$ cat src/rtl/bcd_display_scan.sv
// Purpose: time-multiplexed 7-segment scanner for DIGITS BCD digits with leading-zero blanking.
// Latency: load->seg 2 cycles; idx/shadow->seg/an 1 cycle (registered outputs).
// Backpressure: none; en=0 freezes the scan and darkens the display.
module bcd_display_scan #(
    parameter int DIGITS = 4,
    parameter int DIV    = 1000
) (
    input  logic                  clk,
    input  logic                  rst,
    input  logic                  en,
    input  logic                  load,
    input  logic [4*DIGITS-1:0]   bcd_in,
    input  logic                  blank_lz,
    output logic [6:0]            seg,
    output logic [DIGITS-1:0]     an,
    output logic                  frame_done
);

    localparam int PW = $clog2(DIV);
    localparam int IW = $clog2(DIGITS);
    localparam logic [PW-1:0] PMAX = PW'(DIV - 1);
    localparam logic [IW-1:0] IMAX = IW'(DIGITS - 1);

    logic [PW-1:0]       presc;
    logic [IW-1:0]       idx;
    logic [4*DIGITS-1:0] shadow;

    logic                slot_end;
    logic                frame_wrap;
    logic [3:0]          cur_dig;
    logic [DIGITS-1:0]   zero_from;
    logic                all_zero;
    logic                blank_cur;
    logic [DIGITS-1:0]   an_nxt;

    function automatic logic [6:0] dec7(input logic [3:0] d);
        logic [6:0] s;
        case (d)
            4'd0:    s = 7'h3F;
            4'd1:    s = 7'h06;
            4'd2:    s = 7'h5B;
            4'd3:    s = 7'h4F;
            4'd4:    s = 7'h66;
            4'd5:    s = 7'h6D;
            4'd6:    s = 7'h7D;
            4'd7:    s = 7'h07;
            4'd8:    s = 7'h7F;
            4'd9:    s = 7'h6F;
            default: s = 7'h40;
        endcase
        return s;
    endfunction

    assign slot_end   = en && (presc == PMAX);
    assign frame_wrap = slot_end && (idx == IMAX);

    always_comb begin
        cur_dig = 4'd0;
        for (int k = 0; k < DIGITS; k++) begin
            if (idx == IW'(k)) begin
                cur_dig = shadow[4*k +: 4];
            end
        end
    end

    // zero_from[k]: digit k and every digit above it are zero (codes 10..15 count as nonzero).
    always_comb begin
        all_zero  = 1'b1;
        zero_from = '0;
        for (int k = DIGITS - 1; k >= 0; k--) begin
            all_zero     = all_zero && (shadow[4*k +: 4] == 4'd0);
            zero_from[k] = all_zero;
        end
    end

    assign blank_cur = blank_lz && (idx != '0) && zero_from[idx];

    always_comb begin
        an_nxt      = '0;
        an_nxt[idx] = 1'b1;
    end

    always_ff @(posedge clk) begin
        if (rst) begin
            presc      <= '0;
            idx        <= '0;
            shadow     <= '0;
            seg        <= '0;
            an         <= '0;
            frame_done <= 1'b0;
        end else begin
            if (load) begin
                shadow <= bcd_in;
            end
            if (en) begin
                presc <= slot_end ? '0 : presc + 1'b1;
                if (slot_end) begin
                    idx <= (idx == IMAX) ? '0 : idx + 1'b1;
                end
            end
            frame_done <= frame_wrap;
            // Outputs come from the pre-edge shadow, so a load on an advance edge shows next cycle.
            if (en && !blank_cur) begin
                seg <= dec7(cur_dig);
                an  <= an_nxt;
            end else begin
                seg <= '0;
                an  <= '0;
            end
        end
    end

endmodule

$ cat config.mk
export PLATFORM = sky130hd
export DESIGN_NAME = bcd_display_scan
export DESIGN_NICKNAME = d
export VERILOG_FILES = /design/src/rtl/bcd_display_scan.sv
export SDC_FILE = /design/constraint.sdc
export NUM_CORES = 1
export LEC_CHECK = 0
export ABC_AREA = 0
export CORE_UTILIZATION = 50
export CTS_BUF_LIST = sky130_fd_sc_hd__clkbuf_16
export CTS_CLUSTER_SIZE = 40
export DETAILED_ROUTE_END_ITERATION = 8
export PLACE_DENSITY = 0.86
export REMOVE_ABC_BUFFERS = 1
export SKIP_LAST_GASP = 1
export SLEW_MARGIN = 40
export SYNTH_ARGS = -nofsm -noshare
export SYNTH_HDL_FRONTEND = slang
export SYNTH_SLANG_ARGS = --single-unit
$ cat constraint.sdc
create_clock -name clk -period 5.7 [get_ports clk]
set_input_delay 0.57 -clock clk [delete_from_list [all_inputs] [get_ports clk]]
set_output_delay 0.57 -clock clk [all_outputs]
set_load 0.02 [all_outputs]
==> results.toml, run 1 <==
[logic_synthesis]
synth_top_family_by_area = "simple AND/OR/NAND/NOR gates"
synth_ff_type = "dfxtp_1"
synth_top_cell_by_area = "dfxtp_1"
syn-cell-area_um2 = 1850
yosysSeqAreaShare = 0.434
synth_mux_area_frac = 0.103
ys_types = 34
ys_ff_latch = 40
synth-adder-area-share = 0.0745
netlist_instances = 201
synth-compound-area-share = 0.0915
yosysMostFrequentCell = "dfxtp_1"
synth-xor-area-share = 0.0379
yosys_warnings = 0
synthTopCellsByArea = "dfxtp_1 (43%), mux2i_1 (10%), nor2_1 (7.9%)"
yosysTopAreaCellShare = 0.434
synth-edff-count = 0
avgSynthCellArea_um2 = 9.19
yosys.area_share.simple = 0.217
synthArstFlopShare = 0
synth_common_cells = "dfxtp_1 (40), nor2_1 (39), mux2i_1 (19), ha_1 (11), inv_1 (10)"

[global_routing]
overflow = 0
grt_pass1_wl_um = 6070
top_usage_layer = "met2"
grt_pass1_vias = 1311
grt_usage = 0.201
met2_usage = 0.296
grt.met3_usage = 0.0712
antenna_found_initial = 0
met1_usage = 0.268
grt_max_degree = 25

[timing]
fin_crit_sh = 0.457
fmax_mhz = 384
slew_headroom = 0.590
finalHoldViolCount = 0
tightest_slew_ps = 615
fin_crit_ps = 2600
rsz0062_at_grt = "false"
slew_violations = 0
finalClockSkew_ps = 2.79
finalSetupViolCount = 0
final.setup.tns_ps = 0

[hold_path]
hold_end = "presc[1]"
hold_start = "presc[1]"
hp-class = "reg -> reg"
hold_path_depth = 2

[routing]
post_drt_wl_per_cell_um = 11.9
drt_pass1_iterations = 4
vias_per_cell = 5.05
vias = 1405
drc_errors = 0
drt_iter0_drc = 46
wirelength_um = 3300
antenna_left = 0

[clocking]
postCtsHoldBufs = 0
cts_buffers = 5
cts_root_buffer = "clkbuf_16"
clk_pin_slew_ps = 50
clkLatencyLatePin_ps = 280
clock_path_buffers = 2
cts_setup_buffers = 0
cts-resized-gates = 0
cts_max_level = 2
tritoncts = "done"
cts_sinks = 40

[power_and_ir_drop]
vdd_ir_drop_max_mv = 0.195
p_leak_nw = 0.932
cellPowerDensity_nw_per_um2 = 270
p_total_mw = 0.623

[floorplanning]
core_area_um2 = 3440
die_area_um2 = 3940
initial_core_util = 0.537
die_h_um = 62.8
std_cell_rows = 21
die_x_um = 62.8
ios = 33

[critical_path]
path_class = "reg -> reg"
reg2reg_to = "seg[3]"
worst_path_most_repeated_cell = "ha_1"
critPathBufInv = 1
critPathMaxFanout = 16
worstPathCellList = "ha_1 -> a211oi_1 -> a221oi_2 -> inv_1 -> ha_1 -> or3_1 -> a21oi_2"
crit_path_top_delay_cell = "ha_1"
cp_top_family = "adder cells"
max_stage_delay_ps = 510
rr_worst_depth = 7
required_ps = 5910
critPathArrivalTime_ps = 2810
worst_setup_path_end_kind = "flip-flop"
reg2reg_from = "idx[1]"
r2r_slack_ps = 3100
startpoint_type = "flip-flop"
crit_path_start = "idx[1]"

[final_layout]
drive_gt1_frac = 0.0474
area_delta_synth_final_pct = 25.1
fillCellCount = 287
multi_input_comb_area_um2 = 967
antenna_cells = 0
final_util = 0.671
nNetsFinal = 263
seq_area_um2 = 801
fin_cells = 278

[flow_run]
max_cap_viol_count = 0

[placement]
gp_congestion = 0.775
hpwl_um = 2450
placed_cells = 270
io_buffer_count = 32

[outcome]
status = "finished, final reports clean"
[report_power, final]
group	switching, mW	internal [mW]	total (mW)	leakage [nW]
Combinational	0.0317	0.0350	0.0667	0.531
Clock	0.0993	0.157	0.256	0.0738
Sequential	0.00813	0.291	0.300	0.328
[cell type report]
type | count | area share
inverter | 10 | 0.0163
timing repair buffer | 32 | 0.134
clock inverter | 3 | 0.00488
tap | 46 | 0.0249
clock buffer | 5 | 0.0542
multi-input combinational | 142 | 0.419
sequential | 40 | 0.347
[per-stage QoR]
stage	area [um2]	hold WS [ps]	setup WS, ps
final	2310	509	3100
after global placement	2180	474	3230
after detailed placement	2180	493	3130
after CTS	2310	503	3110
after global routing	2310	558	2870
after floorplan	1810	456	3400
[logic make-up (layout without fill, tap and decap cells)]
group / Yosys count / in the layout
AOI/OAI and AO/OA: 24 / 24
and+or+nand+nor: 80 / 80
buffers and inverters: 19 / 50
muxes: 19 / 19
xor gates and xnor gates: 8 / 8
DFF: 40 / 40
adders and majority gates: 11 / 11
[cells in the final DEF, fill, tap and decap left out, drive strengths merged, types with 4 or more instances in the layout]
master / synthesis / final
clkbuf: 3 / 5
nand3b: 6 / 6
xor2: 5 / 5
mux2i: 19 / 19
a21oi: 10 / 10
dfxtp: 40 / 40
nand3: 6 / 6
nor2: 39 / 39
ha: 11 / 11
nor4: 5 / 5
a211oi: 5 / 5
clkdlybuf4s50: 0 / 30
inv: 10 / 12
nand2: 8 / 8
nand2b: 4 / 4
[worst reg2reg max path: cells and delay by family (launching register included)]
kind	cells	cell delay, ps
AO/OA/AOI/OAI	3	720
buffers and inverters	1	180
adder cells (fa/ha/maj)	2	840
AND/OR/NAND/NOR	1	380
flip-flops	1	410
[metal layers]
layer / vias up / part of all wire
met4: 0 / 0.020
met1: 621 / 0.50
met5: - / 0
met3: 6 / 0.042
li1: 748 / -
met2: 30 / 0.43
[state kept, by name (all words and copies together) (netlist names)]
signal and cells:
frame_done 1, idx 2, presc 10, seg 7
shadow 16, an 4
[how the worst max path moves through the flow]
stage | end | slack [ps] | cells past startpoint
global placement | seg[3] | 3230 | 7
global route | seg[3] | 2870 | 7
finish | seg[3] | 3100 | 7
floorplan | seg[3] | 3400 | 7
detailed placement | seg[3] | 3130 | 7
CTS | seg[3] | 3110 | 7
Power figures use the tool's default switching activity.
==> run 2: changes to the inputs <==
==> constraint.sdc (replaced) <==
create_clock -name clk -period 2.6 [get_ports clk]
set_input_delay 0.26 -clock clk [delete_from_list [all_inputs] [get_ports clk]]
set_output_delay 0.26 -clock clk [all_outputs]
set_load 0.02 [all_outputs]
==> results.toml, run 2 (synthesized netlist as in run 1, its figures left out) <==
[outcome]
status = "finished, final reports clean"

[global_routing]
overflow = 0
grt_usage = 0.195
grt_pass1_vias = 1276
grt_pass1_wl_um = 5860
antenna_found_initial = 0
grt_max_degree = 20

[routing]
drt_iter0_drc = 87
vias_per_cell = 5.24
drc_errors = 0
vias = 1478
drt_pass1_iterations = 4
wirelength_um = 3460
antenna_left = 0
post_drt_wl_per_cell_um = 12.3

[critical_path]
required_ps = 2810
path_class = "reg -> reg"
rr_worst_depth = 10
critPathArrivalTime_ps = 2550
startpoint_type = "flip-flop"
worst_setup_path_end_kind = "flip-flop"
crit_path_start = "idx[1]"
critPathMaxFanout = 9
r2r_slack_ps = 260
reg2reg_from = "idx[1]"
reg2reg_to = "seg[3]"

[timing]
slew_headroom = 0.608
finalClockSkew_ps = 1.47
finalSetupViolCount = 0
rsz0062_at_grt = "false"
fin_crit_ps = 2340
fin_crit_sh = 0.899
finalHoldViolCount = 0
slew_violations = 0
final.setup.tns_ps = 0
tightest_slew_ps = 587
fmax_mhz = 428

[floorplanning]
die_area_um2 = 3940
core_area_um2 = 3440
ios = 33
die_h_um = 62.8
die_x_um = 62.8
std_cell_rows = 21
initial_core_util = 0.537

[clocking]
cts_max_level = 2
cts_sinks = 40
clk_pin_slew_ps = 50
cts-resized-gates = 0
postCtsHoldBufs = 0
clock_path_buffers = 2
cts_setup_buffers = 0
tritoncts = "done"
cts_root_buffer = "clkbuf_16"
clkLatencyLatePin_ps = 280
cts_buffers = 5

[final_layout]
final_cell_mix = "dfxtp_1 (40), nor2_1 (39), clkdlybuf4s50_1 (32), mux2i_1 (19), inv_1 (12)"
top_regs = "shadow (16), presc (10), seg (7)"
nNetsFinal = 267
regMostFlops = "shadow"
drive_gt1_frac = 0.0551
final_common_cell = "dfxtp_1"
area_delta_synth_final_pct = 27.2
largest_register_ff_count = 16
antenna_cells = 0

[placement]
io_buffer_count = 32
hpwl_um = 2520
gp_congestion = 0.818

[hold_path]
hold_start = "presc[1]"
hold_end = "presc[1]"
hold_path_depth = 2
hp-class = "reg -> reg"

[power_and_ir_drop]
cellPowerDensity_nw_per_um2 = 585
p_total_mw = 1.37
p_leak_nw = 0.953
vdd_ir_drop_max_mv = 0.356

[flow_run]
max_cap_viol_count = 0
-- run 2: layer usage --
metal | vias to the layer above | share of wire | GRT usage
met1 | 668 | 0.45 | 0.254
met3 | 5 | 0.070 | 0.0766
met5 | - | 0 | 0
met4 | 0 | 0.014 | 0.0727
met2 | 51 | 0.46 | 0.291
li1 | 754 | - | -
-- run 2: metrics by stage --
| step | util | instance area [um2] | worst slack, ps | cells | hold WS, ps |
|---|---|---|---|---|---|
| 6_report | 0.683 | 2350 | 261 | 282 | 502 |
| 5_1_grt | 0.683 | 2350 | 152 | 282 | 516 |
| 4_1_cts | 0.683 | 2350 | 303 | 282 | 506 |
| 3_5_place_dp | 0.643 | 2210 | 328 | 274 | 497 |
| 3_3_place_gp | 0.643 | 2210 | 417 | 274 | 481 |
| 2_1_floorplan | - | 1810 | 304 | 192 | 329 |
-- run 2: worst max path at each step --
stage	end	slack, ps	cells after the start
finish	seg[3]	260	10
global route	seg[3]	150	8
CTS	seg[3]	300	10
detailed placement	seg[3]	330	10
global placement	seg[3]	420	10
floorplan	seg[3]	300	7
-- run 2: critical path, cell delays in order, from the launching register on --
cell and delay [ps]:
dfxtp_1 400, inv_1 90, ha_1 290, nand3b_1 200, a21oi_1 180, a21oi_1 60
nor2_1 130, a21o_1 140, ha_1 250, or3_1 400, a21oi_2 130
-- run 2: final cells by class --
cell class | count | area (um2)
Tap cell | 46 | 57.6
Timing Repair Buffer | 36 | 350
Multi-Input combinational cell | 142 | 967
Fill cell | 282 | 1090
Sequential cell | 40 | 801
Clock buffer | 5 | 125
Inverter | 10 | 37.5
Clock inverter | 3 | 11.3
-- run 2: power breakdown --
group          switching (mW)  total, mW  internal (mW)
registers              0.0185      0.658          0.639
logic                  0.0706      0.152         0.0815
clock network           0.220      0.564          0.344
total                   0.309       1.37           1.06
